==> src/rtl/dmem_lsu_pkg.sv <==
// Shared types and constants for the data-memory load/store unit.
package dmem_lsu_pkg;

  typedef enum logic [2:0] {
    IDLE,
    WR,
    RD,
    RD_WAIT,
    ERR
  } lsu_state_t;

  localparam int unsigned DMEM_DEPTH = 16;
  localparam int unsigned DMEM_IDX_W = 5;
  localparam int unsigned IDX_LO     = 2;
  localparam int unsigned IDX_HI     = 5;

endpackage

==> src/rtl/dmem_lsu_addr_chk.sv <==
// Combinational byte-address to word-index conversion with alignment/range check.
module dmem_lsu_addr_chk
  import dmem_lsu_pkg::*;
#(
  parameter int unsigned ADDR_W = 32
) (
  input  logic [ADDR_W-1:0]     addr,
  output logic [DMEM_IDX_W-1:0] idx,
  output logic                  err
);

  always_comb begin
    idx                   = '0;
    idx[IDX_HI-IDX_LO:0]  = addr[IDX_HI:IDX_LO];
    err                   = (|addr[IDX_LO-1:0]) | (|addr[ADDR_W-1:IDX_HI+1]);
  end

endmodule

==> src/rtl/dmem_lsu.sv <==
// Load/store unit driving the 16x32 data memory with a registered read port.
// Optional address checking (misaligned / out-of-range -> error response): DMEM_LSU_ADDR_CHECK_EN.
module dmem_lsu
  import dmem_lsu_pkg::*;
#(
  parameter int unsigned ADDR_W = 32,
  parameter int unsigned DATA_W = 32,
  parameter int unsigned DEPTH  = 16
) (
  input  logic                  clk,
  input  logic                  rst,
  input  logic                  req_valid,
  output logic                  req_ready,
  input  logic                  req_we,
  input  logic [ADDR_W-1:0]     req_addr,
  input  logic [DATA_W-1:0]     req_wdata,
  output logic                  rsp_valid,
  output logic [DATA_W-1:0]     rsp_rdata,
  output logic                  rsp_err,
  output logic [DMEM_IDX_W-1:0] mem_wr_addr,
  output logic [DMEM_IDX_W-1:0] mem_rd_addr,
  output logic                  mem_reg_wr,
  output logic [DATA_W-1:0]     mem_wr_din,
  input  logic [DATA_W-1:0]     mem_rd_dat
);

  if (DEPTH != DMEM_DEPTH) begin : g_depth_chk
    $error("dmem_lsu: DEPTH must equal DMEM_DEPTH");
  end

  lsu_state_t            state;
  logic                  accept;
  logic [DMEM_IDX_W-1:0] req_idx;
  logic                  req_bad;

  assign req_ready = (state == IDLE) && !rst;
  assign accept    = req_valid && req_ready;

`ifdef DMEM_LSU_ADDR_CHECK_EN
  dmem_lsu_addr_chk #(
    .ADDR_W(ADDR_W)
  ) u_addr_chk (
    .addr(req_addr),
    .idx (req_idx),
    .err (req_bad)
  );
`else
  logic unused_addr_bits;

  always_comb begin
    req_idx                  = '0;
    req_idx[IDX_HI-IDX_LO:0] = req_addr[IDX_HI:IDX_LO];
  end
  assign req_bad          = 1'b0;
  assign unused_addr_bits = ^{req_addr[ADDR_W-1:IDX_HI+1], req_addr[IDX_LO-1:0]};
  assign rsp_err          = 1'b0;
`endif

  // The memory-port registers double as the latched request: they are loaded
  // at acceptance so the access appears in the cycle right after.
  always_ff @(posedge clk) begin
    if (rst) begin
      state       <= IDLE;
      rsp_valid   <= 1'b0;
      rsp_rdata   <= '0;
      mem_reg_wr  <= 1'b0;
      mem_rd_addr <= '0;
      mem_wr_addr <= '0;
      mem_wr_din  <= '0;
`ifdef DMEM_LSU_ADDR_CHECK_EN
      rsp_err     <= 1'b0;
`endif
    end else begin
      rsp_valid  <= 1'b0;
      mem_reg_wr <= 1'b0;
      case (state)
        IDLE: begin
          if (accept) begin
            if (req_bad) begin
              state <= ERR;
            end else if (req_we) begin
              state       <= WR;
              mem_reg_wr  <= 1'b1;
              mem_wr_addr <= req_idx;
              mem_wr_din  <= req_wdata;
            end else begin
              state       <= RD;
              mem_rd_addr <= req_idx;
            end
          end
        end
        WR: begin
          rsp_valid <= 1'b1;
          rsp_rdata <= '0;
`ifdef DMEM_LSU_ADDR_CHECK_EN
          rsp_err   <= 1'b0;
`endif
          state     <= IDLE;
        end
        RD: begin
          state <= RD_WAIT;
        end
        RD_WAIT: begin
          rsp_valid <= 1'b1;
          rsp_rdata <= mem_rd_dat;
`ifdef DMEM_LSU_ADDR_CHECK_EN
          rsp_err   <= 1'b0;
`endif
          state     <= IDLE;
        end
`ifdef DMEM_LSU_ADDR_CHECK_EN
        ERR: begin
          rsp_valid <= 1'b1;
          rsp_rdata <= '0;
          rsp_err   <= 1'b1;
          state     <= IDLE;
        end
`endif
        default: state <= IDLE;
      endcase
    end
  end

endmodule
==> config.mk <==
export PLATFORM = sky130hd
export DESIGN_NAME = dmem_lsu
export DESIGN_NICKNAME = d
export VERILOG_FILES = /design/src/rtl/dmem_lsu_pkg.sv /design/src/rtl/dmem_lsu_addr_chk.sv /design/src/rtl/dmem_lsu.sv
export SDC_FILE = /design/constraint.sdc
export NUM_CORES = 1
export LEC_CHECK = 0
export CAP_MARGIN = 0
export CORE_ASPECT_RATIO = 1.1
export CORE_MARGIN = 1.5
export CORE_UTILIZATION = 30
export CTS_CLUSTER_DIAMETER = 60
export CTS_CLUSTER_SIZE = 25
export DETAILED_ROUTE_END_ITERATION = 12
export MAX_ROUTING_LAYER = met4
export PLACE_DENSITY = 0.8
export SLEW_MARGIN = 20
export SYNTH_ARGS = -nofsm -noshare
export SYNTH_HDL_FRONTEND = slang
export SYNTH_SLANG_ARGS = --single-unit
==> constraint.sdc <==
create_clock -name clk -period 3.8 [get_ports clk]
set_input_delay 0.76 -clock clk [delete_from_list [all_inputs] [get_ports clk]]
set_output_delay 0.76 -clock clk [all_outputs]
set_load 0.005 [all_outputs]
==> flow_metrics.env, run 1 <==
export IMPL_grt_pass1_wl_um=11560
export IMPL_clk_path_buf_depth=2
export IMPL_hold_violations=0
export IMPL_p_per_area_nw_per_um2=392.4
export IMPL_antenna_found_initial=0
export IMPL_max_freq_mhz=344.4
export IMPL_grt_overflow_total=0
export IMPL_postCtsResizedCells=0
export IMPL_tns_ns=0
export IMPL_stdcell_count=515
export IMPL_firstDrtPassIters=4
export IMPL_grt_pass1_vias=2509
export IMPL_finish_utilization=0.5131
export IMPL_rsz0062_at_grt="false"
export IMPL_vias=2486
export IMPL_cts_tree="done"
export IMPL_cp_max_fo=2
export IMPL_start_util=0.3138
export IMPL_die_area_um2=9463
export IMPL_critPathKind="in -> out"
export IMPL_syn_inst=266
export IMPL_ctsHoldBuffers=0
export IMPL_num_io_pins=178
export IMPL_worstMarginPinSlew_ns=0.9618
export IMPL_max_cap_violations=0
export IMPL_vias_per_cell=4.827
export IMPL_wl_um=7345
export IMPL_post_cts_buffers=0
export IMPL_max_slew_margin=0.3573
export IMPL_hold_path_class="reg -> reg"
export IMPL_final_setup_skew_ns=0.006609
export IMPL_num_rows=35
export IMPL_grt_max_degree=43
export IMPL_dp_cells=500
export IMPL_place_congestion=0.7344
export IMPL_dp_hpwl_um=4988
export IMPL_cts_clk_slew_worst_paths_ns=0.07
export IMPL_die_w_um=92.89
export IMPL_cts_root_buf="clkbuf_8"
export IMPL_yosysSeqAreaShare=0.5706
export IMPL_post_route_period_util=0.7642
export IMPL_areaGrowthSynthToFinish_pct=63.49
export IMPL_clock_latency_ns=0.33
export IMPL_mostFrequentLayoutCell="clkdlybuf4s50_1"
export IMPL_syn_area_um2=2666
export IMPL_finalSetupViolCount=0
export IMPL_worst_slack_ns=0.8960
export IMPL_finalPower_mw=1.710
export IMPL_drive_gt1_frac=0.06683
export IMPL_layout_common_cells="clkdlybuf4s50_1, dfxtp_1, nand3_1"
export IMPL_p_leak_nw=1.546
export IMPL_drc_errors=0
export IMPL_drt_initial_drc_count=54
export IMPL_cts_buffers_inserted=9
export IMPL_cts_sinks=76
export IMPL_startpoint_type="input port"
export IMPL_status="complete, no violations"
export IMPL_peakVddDrop_mv=0.1875
export IMPL_place_ws_ns=0.8954
export IMPL_coreArea_um2=8496
export IMPL_yosysWarningCount=0
export IMPL_port_buffers=146
export IMPL_ant_nets=0
export IMPL_cts_max_level=3
export IMPL_cp_data_required_time_ns=3.04
export IMPL_yosysUniqueCellTypes=23
export IMPL_n_antenna_cell=0
export IMPL_final_max_slew_viol_count=0
export IMPL_endpoint_kind="output port"
export IMPL_syn_avg_cell_area_um2=10.02
export IMPL_final_net_count=500
export IMPL_cp_arrival_ns=2.14
export IMPL_period_needed_ns=2.904
export IMPL_gr_usage_all_layers=0.1589
export IMPL_synth_seq_cells=76
export IMPL_die_y_um=101.9
export IMPL_wire_per_inst_um=14.26
per-stage QoR:
stage / instance area, um2 / hold slack [ns]
5_1_grt: 4359 / 0.4923
3_5_place_dp: 4134 / 0.4651
6_report: 4359 / 0.4783
3_3_place_gp: 4129 / 0.4601
4_1_cts: 4358 / 0.4790
2_1_floorplan: 2674 / 0.4590
per-layer routing:
metal / share of wire / vias up / track usage
li1: - / 1213 / -
met3: 0.080 / 13 / 0.04167
met4: 0.018 / 0 / 0.07226
met1: 0.43 / 1143 / 0.1809
met2: 0.48 / 117 / 0.2622
met5: 0 / - / -
Yosys cell counts:
cell      number  share of area
buf_12         1         0.0075
nand2_2        1         0.0023
nor2b_1        6          0.014
o21ai_0       34          0.064
and2_1         2         0.0047
o21a_1         2         0.0056
a22o_1        32           0.11
buf_8          1         0.0056
dfxtp_1       76           0.57
a21oi_1       34          0.064
buf_4          3         0.0084
buf_6          3          0.013
clkbuf_1      15          0.021
nand2_1        1         0.0014
or3_1          1         0.0023
nand2b_1       2         0.0047
buf_2          6          0.011
mux2_2         4          0.017
nand3_1       36          0.068
conb_1         1         0.0014
o21ai_1        2         0.0038
inv_4          1         0.0023
nor2_1         2         0.0028
power by group:
group	internal, mW	switching, mW
Clock	0.401	0.279
Sequential	0.817	0.0110
Combinational	0.119	0.0827
Total	1.34	0.373
final cells by class:
class / count / area, um2
clock buffers: 11 / 151.4
flip-flops and latches: 76 / 1521
well taps: 111 / 138.9
inverters: 1 / 6.256
multi-input cells: 162 / 977.2
repair buffers: 150 / 1491
clock inverters: 4 / 72.57
fillers: 804 / 4136
worst paths after layout:
check / startpoint / slack (ns) / end / cells after the start
max: rst / 0.90 / req_ready / 4
min: mem_wr_addr[1]$_SDFFE_PP0P_ / 0.48 / mem_wr_addr[1]$_SDFFE_PP0P_ / 2
max reg2reg: state[1]$_SDFFE_PP0P_ / 2.00 / mem_rd_addr[3]$_SDFFE_PP0P_ / 5
min reg2reg: mem_wr_addr[1]$_SDFFE_PP0P_ / 0.48 / mem_wr_addr[1]$_SDFFE_PP0P_ / 2
worst max-delay path, cell delays in order:
cell,delay [ns]
clkdlybuf4s50_1,0.42
or3_1,0.38
inv_4,0.07
clkdlybuf4s50_1,0.51
flip-flops by register name, indices dropped and copies added, names as in the netlist:
name and count:
mem_rd_addr 4, rsp_rdata 32, state 2, rsp_valid 1, mem_wr_addr 4, mem_wr_din 32, mem_reg_wr 1
cells by family after synthesis:
family / after synthesis / share of synthesized area
flops: 76 / 0.5706
compound gates: 104 / 0.2421
other cells: 1 / 0.001406
mux: 4 / 0.01689
buf+inv: 30 / 0.06898
simple gates: 51 / 0.09995
No activity file was read; power rests on OpenSTA's default activity.
==> run 2: changes to the inputs <==
clock period = 2.78 ns   (was 3.8 ns; I/O delays follow)
==> flow_metrics.env, run 2 (same netlist as run 1, synthesis figures left out) <==
export IMPL_status="complete, no violations"
export IMPL_die_y_um=101.9
export IMPL_cpMostUsedCell="clkdlybuf4s50_1"
export IMPL_die_area_um2=9463
export IMPL_ctsHoldBuffers=0
export IMPL_final_setup_skew_ns=0.009536
export IMPL_dr_wl_met3_um=609
export IMPL_port_buffers=146
export IMPL_place_congestion=0.7426
export IMPL_cts_root_buf="clkbuf_8"
export IMPL_hold_path_class="reg -> reg"
export IMPL_dpl_instance_area_um2=4141
export IMPL_wl_met1_um=3121
export IMPL_firstDrtPassIters=4
export IMPL_tns_ns=0
export IMPL_ant_nets=0
export IMPL_num_io_pins=178
export IMPL_slowest_delay_ns=0.50
export IMPL_rsz0062_at_grt="false"
export IMPL_cts_max_level=3
export IMPL_p_leak_nw=1.537
export IMPL_coreArea_um2=8496
export IMPL_wire_per_inst_um=14.07
export IMPL_cts_buffers_inserted=9
export IMPL_critPathKind="in -> out"
export IMPL_dp_hpwl_um=4924
export IMPL_grt_pass1_wl_um=11450
export IMPL_num_rows=35
export IMPL_finalSetupViolCount=0
export IMPL_clk_path_buf_depth=2
export IMPL_drive_gt1_frac=0.06436
export IMPL_max_freq_mhz=386.5
export IMPL_top_regs="mem_wr_din x32, rsp_rdata x32"
export IMPL_met2_length_um=3427
export IMPL_grt_pass1_vias=2447
export IMPL_cp_top_family="buffers and inverters"
export IMPL_post_cts_buffers=0
export IMPL_clock_latency_ns=0.33
export IMPL_final_net_count=501
export IMPL_drt_initial_drc_count=111
export IMPL_period_needed_ns=2.587
export IMPL_startpoint_type="input port"
export IMPL_grt_max_degree=41
export IMPL_cts_clk_slew_worst_paths_ns=0.08
export IMPL_cp_slowest_cell="clkdlybuf4s50_1"
export IMPL_pwr_share_comb=0.121
export IMPL_wl_um=7246
export IMPL_multiInputGateArea_um2=977.2
export IMPL_seq_area_um2=1521
export IMPL_gr_usage_all_layers=0.1572
export IMPL_highest_layer="met4"
export IMPL_max_slew_margin=0.5187
export IMPL_post_route_period_util=0.9307
export IMPL_max_cap_violations=0
export IMPL_antenna_found_initial=0
export IMPL_vias_per_cell=4.839
export IMPL_clkPwrFrac=0.383
export IMPL_internal_power_mw=1.779
export IMPL_peakVddDrop_mv=0.2375
export IMPL_p_switching_mw=0.5065
export IMPL_worstMarginPinSlew_ns=0.7202
export IMPL_cts_sinks=76
export IMPL_path_buf_inv=3
export IMPL_fin_area_um2=4347
export IMPL_vias=2492
export IMPL_worstPathCellList="clkdlybuf4s50_1 -> or3_1 -> inv_4 -> clkdlybuf4s50_1"
export IMPL_drc_errors=0
export IMPL_nFillCells=788
export IMPL_start_util=0.3138
export IMPL_p_per_area_nw_per_um2=525.8
export IMPL_cp_max_fo=4
export IMPL_swShare=0.2216
export IMPL_areaGrowthSynthToFinish_pct=63.02
export IMPL_grt_overflow_total=0
export IMPL_seqPwrFrac=0.495
export IMPL_final_max_slew_viol_count=0
export IMPL_n_antenna_cell=0
export IMPL_cp_data_required_time_ns=2.22
export IMPL_postCtsResizedCells=0
export IMPL_cp_arrival_ns=2.03
export IMPL_cts_tree="done"
export IMPL_layout_common_cells="clkdlybuf4s50_1, dfxtp_1, nand3_1"
export IMPL_mostFrequentLayoutCell="clkdlybuf4s50_1"
export IMPL_die_w_um=92.89
export IMPL_hold_violations=0
export IMPL_endpoint_kind="output port"
run 2: cell count changes in the layout (fill, tap and decap cells not counted):
| cell | previous run | this run |
|---|---|---|
| buf_4 | 4 | 5 |
| clkbuf_1 | 0 | 1 |
| clkinv_2 | 1 | 0 |
| clkinv_4 | 0 | 1 |
| clkbuf_8 | 11 | 9 |
run 2: final timing paths:
kind	startpoint	to	slack, ns	cells past startpoint
setup / recovery	rst	req_ready	0.19	4
hold / removal	mem_wr_din[31]$_SDFFE_PP0P_	mem_wr_din[31]$_SDFFE_PP0P_	0.48	2
setup reg to reg	state[1]$_SDFFE_PP0P_	mem_rd_addr[2]$_SDFFE_PP0P_	0.99	5
hold reg to reg	mem_wr_din[31]$_SDFFE_PP0P_	mem_wr_din[31]$_SDFFE_PP0P_	0.48	2
run 2: cell type report:
| cell class | count | area share |
|---|---|---|
| Sequential cell | 76 | 0.3500 |
| Timing Repair Buffer | 151 | 0.3448 |
| Multi-Input combinational cell | 162 | 0.2248 |
| Tap cell | 111 | 0.03195 |
| Clock buffer | 10 | 0.02936 |
| Clock inverter | 4 | 0.01756 |
| Inverter | 1 | 0.001439 |
run 2: per-layer routing:
metal  global-route usage  up-vias
met4              0.06993        0
met1               0.1809     1149
met5                    -        -
met3              0.04762       10
met2               0.2532      117
li1                     -     1216
run 2: metrics by stage:
stage	hold WS (ns)	cells	power, mW	util	setup slack (ns)
final	0.4758	515	2.285	0.5116	0.1927
after detailed placement	0.4637	501	1.436	0.4875	0.1898
after global placement	0.4565	501	1.430	0.4869	0.2196
after CTS	0.4777	515	2.321	0.5115	0.1920
after floorplan	0.4590	268	1.269	-	0.9366
after global routing	0.4966	515	2.394	0.5116	0.1297
run 2: power by group through the flow:
stage          registers [mW]  clock network (mW)  logic [mW]
2_1_floorplan            1.16                   0       0.111
3_3_place_gp             1.16                   0       0.274
6_report                 1.13               0.876       0.277
3_5_place_dp             1.16                   0       0.278
4_1_cts                  1.13               0.909       0.280
5_1_grt                  1.14               0.958       0.301
run 2: worst min-delay path, stage by stage, from the launching register on:
cell      delay [ns]
dfxtp_1         0.32
nand2b_1        0.07
o21ai_1         0.05
==> run 3: changes to the inputs <==
CAP_MARGIN = 10   (was 0)
==> results of run 3 <==
The final DEF is identical to that of run 2; final timing and power are the same.
